--- config.mk ---
export PLATFORM = sky130hd
export DESIGN_NAME = spi_master
export DESIGN_NICKNAME = d
export VERILOG_FILES = /design/src/rtl/spi_pkg.sv /design/src/rtl/spi_master_clkdiv.sv /design/src/rtl/spi_master.sv
export SDC_FILE = /design/constraint.sdc
export NUM_CORES = 1
export LEC_CHECK = 0
export ABC_AREA = 1
export CAP_MARGIN = 15
export CORE_UTILIZATION = 30
export DETAILED_ROUTE_END_ITERATION = 16
export HOLD_SLACK_MARGIN = 0.12
export PLACE_DENSITY = 0.48
export SETUP_SLACK_MARGIN = 0.05
export SLEW_MARGIN = 20
export SYNTH_ARGS = -nofsm -noshare
export SYNTH_HDL_FRONTEND = slang
export SYNTH_SLANG_ARGS = --single-unit
--- constraint.sdc ---
create_clock -name clk -period 1.7 [get_ports clk]
set_clock_uncertainty 0.2 [all_clocks]
set_input_delay 0.34 -clock clk [delete_from_list [all_inputs] [get_ports clk]]
set_output_delay 0.34 -clock clk [all_outputs]
set_load 0.03 [all_outputs]
--- src/rtl/spi_pkg.sv ---
// rtl/spi_pkg.sv - shared SPI master state encoding and frame width
package spi_pkg;

    localparam int SPI_BITS = 8;

    typedef enum logic [2:0] {
        IDLE  = 3'd0,
        SETUP = 3'd1,
        SHIFT = 3'd2,
        WAIT  = 3'd3,
        HOLD  = 3'd4,
        GAP   = 3'd5
    } spi_state_e;

endpackage

--- src/rtl/spi_master_clkdiv.sv ---
// rtl/spi_master_clkdiv.sv - SCK half-period tick counter with synchronous clear
module spi_master_clkdiv #(
    parameter int TICKS_PER_HALF = 4
) (
    input  logic clk,
    input  logic rst,
    input  logic clr,
    output logic tick
);

    localparam logic [7:0] LAST = 8'(TICKS_PER_HALF - 1);

    logic [7:0] cnt;

    // Held clear means no tick, so IDLE/WAIT never see a stray half-period end.
    assign tick = (cnt == LAST) && !clr;

    always_ff @(posedge clk) begin
        if (rst || clr) begin
            cnt <= '0;
        end else if (tick) begin
            cnt <= '0;
        end else begin
            cnt <= cnt + 8'd1;
        end
    end

endmodule

--- src/rtl/spi_master.sv ---
// rtl/spi_master.sv - SPI mode-0 byte master; SPI_MASTER_LOOPBACK_EN samples spi_sdo instead of spi_sdi
module spi_master
    import spi_pkg::*;
#(
    parameter int TICKS_PER_HALF = 4
) (
    input  logic                clk,
    input  logic                rst,
    input  logic [SPI_BITS-1:0] tx_data,
    input  logic                tx_last,
    input  logic                tx_valid,
    output logic                tx_ready,
    output logic [SPI_BITS-1:0] rx_data,
    output logic                rx_valid,
    output logic                spi_sck,
    output logic                spi_csn,
    output logic                spi_sdo,
    input  logic                spi_sdi
);

    localparam logic [3:0] HALF_LAST = 4'(2 * SPI_BITS - 1);
    localparam logic [3:0] FALL_LAST = 4'(2 * SPI_BITS - 2);

    spi_state_e          state;
    logic [SPI_BITS-1:0] tx_sh;
    logic [SPI_BITS-1:0] rx_sh;
    logic [3:0]          half;
    logic                last_q;
    logic                tick;
    logic                div_clr;
    logic                rx_bit;

    assign div_clr = (state == IDLE) || (state == WAIT);

`ifdef SPI_MASTER_LOOPBACK_EN
    logic unused_sdi;
    assign unused_sdi = spi_sdi;
    assign rx_bit     = spi_sdo;
`else
    assign rx_bit     = spi_sdi;
`endif

    spi_master_clkdiv #(
        .TICKS_PER_HALF(TICKS_PER_HALF)
    ) u_clkdiv (
        .clk (clk),
        .rst (rst),
        .clr (div_clr),
        .tick(tick)
    );

    always_ff @(posedge clk) begin
        if (rst) begin
            state    <= IDLE;
            spi_csn  <= 1'b1;
            spi_sck  <= 1'b0;
            spi_sdo  <= 1'b0;
            tx_ready <= 1'b0;
            rx_valid <= 1'b0;
            rx_data  <= '0;
            tx_sh    <= '0;
            rx_sh    <= '0;
            half     <= '0;
            last_q   <= 1'b0;
        end else begin
            rx_valid <= 1'b0;
            case (state)
                IDLE, WAIT: begin
                    if (tx_valid && tx_ready) begin
                        state    <= SETUP;
                        tx_ready <= 1'b0;
                        spi_csn  <= 1'b0;
                        spi_sdo  <= tx_data[SPI_BITS-1];
                        tx_sh    <= tx_data;
                        last_q   <= tx_last;
                    end else begin
                        tx_ready <= 1'b1;
                    end
                end
                SETUP: begin
                    if (tick) begin
                        state   <= SHIFT;
                        spi_sck <= 1'b1;
                        half    <= '0;
                        rx_sh   <= {rx_sh[SPI_BITS-2:0], rx_bit};
                    end
                end
                SHIFT: begin
                    if (tick) begin
                        if (half == HALF_LAST) begin
                            state    <= last_q ? HOLD : WAIT;
                            tx_ready <= !last_q;
                        end else begin
                            half    <= half + 4'd1;
                            spi_sck <= ~spi_sck;
                            // sck high now means this tick is a falling edge
                            if (spi_sck) begin
                                if (half == FALL_LAST) begin
                                    rx_data  <= rx_sh;
                                    rx_valid <= 1'b1;
                                end else begin
                                    spi_sdo <= tx_sh[SPI_BITS-2];
                                    tx_sh   <= tx_sh << 1;
                                end
                            end else begin
                                rx_sh <= {rx_sh[SPI_BITS-2:0], rx_bit};
                            end
                        end
                    end
                end
                HOLD: begin
                    if (tick) begin
                        state   <= GAP;
                        spi_csn <= 1'b1;
                    end
                end
                GAP: begin
                    if (tick) begin
                        state    <= IDLE;
                        tx_ready <= 1'b1;
                    end
                end
                default: begin
                    state <= IDLE;
                end
            endcase
        end
    end

endmodule

==> out/summary.txt <==
status: finished, final reports clean
WHS: 0.266 ns
worst-path cell chain: ha_2, inv_1, buf_4, nor2_2, o21ai_4, buf_12, a21oi_1, nor2_1
FF+latch count, synth: 44
Vias: 2201
Sinks on Clock Net: 44
Slew Limit Fails: 0
Core Region: 0.00721 sq mm
synth unique cells: 31
IO Pins: 26
most instantiated cells after synthesis: nand2_1 (72), nor2_1 (65), dfxtp_1 (44)
Total Wirelength: 5.17 mm
sequential area share after synthesis: 39.4%
post-synthesis cell count: 324
Worst Hold Class: flop to flop
mean post-synth cell area: 6.90 sq um
Crit. End Element: flop
Hold Fails Final Rpt: 0
DRC Markers: 0
net count after synthesis: 340
Crit path largest cell delay: 0.36 ns
DRT iter0 DRCs: 54
synth top area cells: dfxtp_1 (39%), nand2_1 (12%), nor2_1 (11%)
Clock Latency Late Sink: 0.30 ns
initial antenna violation count: 0
FFs w/ async S/R, synth: 0%
Buf/Inv on CP: 3
NetSw: 1.62 mW
Root Driver: clkbuf_8
Required @ worst endpoint: 1.70 ns
die area: 0.00780 sq mm
period utilization: 96.6%
Crit path max-delay family: buffers and inverters
share of layout cells above drive strength 1: 29.3%
relative slew slack: 78.8%
MaxCap Viol Count: 0
most common flop cell mapped by yosys: dfxtp_1
Die Y: 88.3 um
Routability Congestion: 0.813
CTS tree: yes
Reg power frac: 29.8%
Net Sw Frac: 36.3%
fin nets: 407
most common cell in the netlist: nand2_1
P_int: 2.84 mW
WL/cell: 10.5 um
DP Wirelength: 3.70 mm
Rows: 31
warnings from Yosys: 0
clk buf depth: 2
router iterations before antenna repair: 4
Post-Syn Area: 0.00223 sq mm
Clk pwr share: 24.9%
RSZ-0062 raised after global routing: true
worst vdd ir: 0.000558 V
Worst-path clk slew: 0.08 ns
Max Fclk: 609 MHz
CTS buffer count: 5
critical path arrival: 1.64 ns
Via density: 4.48
Post-CTS Hold Buffers: 0
Placed Area: 0.00289 sq mm
Starting Density: 31.0%
number of synthesized flops with an enable pin: 0
critical path class: flop to flop
Setup-failing EPs final: 0
port bufs: 25
Power Density: 1360 mW/mm^2
critical path peak fanout: 16
critical path launch point type: flop
vias in the first global route: 1969
H-Tree Level Count: 2
post-route cell area: 0.00326 sq mm
Yosys top cell area share: 39.4%
Global Route Usage Sum: 14.3%
Die Wd: 88.3 um
global-route wire length before repair: 8.86 mm
cell taking the most area after synthesis: dfxtp_1
critical-path cell with the highest stage delay: dfxtp_2
Comb pwr share: 45.3%
Slew @ Worst Pin: 0.316 ns
synthesis-to-finish area growth: 46.0%
grt ovf: 0
Final TNS setup: 0 ns
Tmin final: 1.64 ns
number of diodes: 0
post-route ant nets: 0
Leakage Power: 1.46 nW
pin count of the biggest net entering global routing: 33
## routing by layer
layer  routed length (um)  global-route usage [%]  part of all wire [%]
met1                 2560                    19.0                    50
met2                 2380                    23.6                    46
met3                  169                    3.08                   3.3
met4                   57                    3.67                   1.1
met5                    0                       0                     0
## layout make-up
type | instances | area [sq um]
repair buffers | 68 | 614
multi-input cells | 234 | 1330
clock inverters | 3 | 90.1
well taps | 99 | 124
inverters | 38 | 148
flip-flops and latches | 44 | 888
fillers | 779 | 3950
clock buffers | 5 | 68.8
## final timing paths
check                    end  slack (ns)       start  cells past startpoint
setup / recovery    tx_sh[5]        0.06     half[0]                      8
hold / removal    rx_data[1]        0.27  rx_data[1]                      2
setup reg to reg    tx_sh[5]        0.06     half[0]                      8
hold reg to reg   rx_data[1]        0.27  rx_data[1]                      2
## cells in the final DEF (no fill, tap or decap), types with 7 or more instances in the layout
cell type and instances:
inv_1 31, nor2_1 56, nand4_1 10, dlygate4sd2_1 11
clkdlybuf4s50_1 12, buf_4 34, a21oi_1 11, nor2_4 7
nand2_2 8, nand3_1 12, dfxtp_1 38, nand2_4 11
o21ai_0 9, nor3_1 7, nand2_1 63
## state kept, by name, indices dropped and copies added (netlist names)
| name | flops |
|---|---|
| last_q | 1 |
| spi_sck | 1 |
| tx_sh | 7 |
| state | 3 |
| spi_sdo | 1 |
| rx_data | 8 |
| rx_sh | 8 |
| tx_ready | 1 |
| spi_csn | 1 |
| rx_valid | 1 |
| u_clkdiv.cnt | 8 |
| half | 4 |
## what timing repair did
action	CTS	global route
gates resized for setup	47	30
setup endpoints to repair	50	43
pin swaps	18	20
setup buffers	2	3
## cells by family after synthesis
group	share of synthesized area [%]
simple gates	39.2
flops	39.4
buf+inv	8.85
fa+ha+maj	1.68
compound gates	10.9
## power groups by stage
stage	logic [mW]	clock network [mW]	registers [mW]
3_5_place_dp	1.85	0	1.33
5_1_grt	2.26	1.18	1.35
2_1_floorplan	1.24	0	1.36
4_1_cts	1.92	1.14	1.32
6_report	2.02	1.11	1.33
3_3_place_gp	1.84	0	1.33
## metrics by stage
step	worst slack, ns	instances	power, mW	util, %
floorplan	0.0610	324	2.60	-
global placement	-0.0691	478	3.17	40.1
detailed placement	-0.0772	478	3.18	40.1
CTS	0.0151	488	4.38	43.7
global route	-0.0711	491	4.79	45.2
finish	0.0577	491	4.45	45.2
## worst register-to-register path, cell delays in order, from the launching register on
cell and delay [ns]:
dfxtp_2 0.36, ha_2 0.19, inv_1 0.07, buf_4 0.14, nor2_2 0.15, o21ai_4 0.09
buf_12 0.16, a21oi_1 0.14, nor2_1 0.06
No activity file was read; power rests on OpenSTA's default activity.
==> RTL edit (same flow settings) <==
Reset style: asynchronous (`rst`), changed in one clocked block.
--- a/src/rtl/spi_master.sv
+++ b/src/rtl/spi_master.sv
@@ -49,7 +49,7 @@
         .tick(tick)
     );
 
-    always_ff @(posedge clk) begin
+    always_ff @(posedge clk or posedge rst) begin
         if (rst) begin
             state    <= IDLE;
             spi_csn  <= 1'b1;
Formal check against the unedited RTL: differs if rst is asserted again (counterexample within 4 cycles, from zero or initial values and one cycle with rst high); with rst held inactive, the same outputs for 10 cycles.
==> RTL edit against the unedited design <==
Design area is 1.5% lower; hold slack better by 0.0022 ns; worst setup slack got worse by 0.055 ns; count of clock-buffer cells in the layout grew 2; area after synthesis fell by 1.3%; routed wire length down 4.6%; power is 3.2% higher; sequential share of layout area up 6.0 points; maximum frequency down 3.3%; final cell count down 6.9%; core utilization rose by 1.1 points; sequential cell count did not move.
==> RTL edit: results (changes against the unedited design) <==
DRT iter0 DRCs 67 (+24%); diode count 0 (unchanged); R2R Path End tx_sh[0]$_DFFE_PP0P_; # clk buffers 7 (+2); worst r2r path cells 10 (+2); # fillers 687 (-12%); post-synthesis compound-gate area fraction 0.0227 (-0.0859); Data buffer area share 0.202 (+0.0137); Non-clk bufs 73 (+7.4%); Placer Congestion 0.775 (-4.7%); DR WL met3 138 um (-18%); outcome finished clean; vias in the first global route 1,904 (-3.3%); Power Total 4.59 mW (+3.2%); area of the multi-input gates 1190 um2 (-11%); CP endpoint tx_sh[0]$_DFFE_PP0P_; met1 wire length 2390 um (-6.6%); Routed WL 4930 um (-4.6%); GRT Total Usage 0.140 (-0.00291); Async S/R FF share, synth 0.818 (+0.818); Post-Syn Nets 297 (-13%); Cell variety after synth 29 (-6.5%); largest net degree at the start of global routing 37 (+12%); multi-input gates 210 (-10%); design area 3210 um2 (-1.5%); Critical Path Source half[1]$_DFFE_PP0P_; Routed met2 length 2350 um (-1.1%); fraction of layout cells with a size suffix above 1 0.330 (+0.0363); setup slack after placement -0.0323 ns (+0.0449 ns); Area contributors post-synth dfrtp_1 40%, nand2_1 20%, nand3_1 7.9%; Wirelength per Cell 10.8 um (+2.5%); DP Area 2820 um2 (-2.5%); Placed Cells 431 (-9.8%); XOR/XNOR Fraction of Synth Area 0.0159 (+0.0159); CP Data Arrival Time 1.69 ns (+0.05 ns); DP Wirelength 3340 um (-9.9%); Flop pwr share 0.318 (+0.020); Net Sw Frac 0.416 (+0.0533); Comb pwr share 0.544 (+0.091); worst rel slew slack 0.686 (-0.102); Cells after Synth 281 (-13%); total die area 7700 um2 (-1.3%); adder-cell share of the synthesized area 0.0170 (+0.000229); clk tree area frac 0.0253 (-0.0234); postcts setup bufs 6 (+4)
==> RTL edit: cell count changes in the layout (fill, tap and decap cells not counted), sizes merged, moves of 15 or more <==
cell | before | now
dfrtp | 0 | 35
nor2 | 70 | 17
a21oi | 16 | 1
nand3 | 15 | 39
dfxtp | 44 | 8
nand2 | 82 | 123
==> RTL edit: worst min path at each step <==
| stage | startpoint | end | slack [ns] | cells past startpoint |
|---|---|---|---|---|
| floorplan | rst | half[0]$_DFFE_PP0P_ | 0.10 | 1 |
| global placement | rx_data[1]$_DFFE_PP0P_ | rx_data[1]$_DFFE_PP0P_ | 0.25 | 2 |
| detailed placement | rx_data[1]$_DFFE_PP0P_ | rx_data[1]$_DFFE_PP0P_ | 0.26 | 2 |
| CTS | rx_data[4]$_DFFE_PP0P_ | rx_data[4]$_DFFE_PP0P_ | 0.27 | 2 |
| global route | rx_data[1]$_DFFE_PP0P_ | rx_data[1]$_DFFE_PP0P_ | 0.30 | 2 |
| finish | rx_data[5]$_DFFE_PP0P_ | rx_data[5]$_DFFE_PP0P_ | 0.27 | 2 |
==> RTL edit: metal layers <==
layer,vias to the layer above,GRT usage
li1,1054,-
met1,928,0.180
met2,35,0.237
met3,6,0.0311
met4,0,0.0402
met5,-,0
==> RTL edit: critical path: stages, from the launching register on <==
cell and delay (ns):
dfrtp_2 0.45, ha_4 0.18, inv_4 0.05, nor2_4 0.03, buf_4 0.13, nand2_4 0.05
nand3_4 0.07, nor2_4 0.17, nand2_4 0.13, nand2_2 0.09, nand2_2 0.04
==> RTL edit: logic make-up (layout without fill, tap and decap cells) <==
kind of cell,count (synthesis),in the layout
simple gates,191,193
flops,44,44
buf+inv,29,107
compound gates,10,10
xor+xnor,4,4
fa+ha+maj,3,3
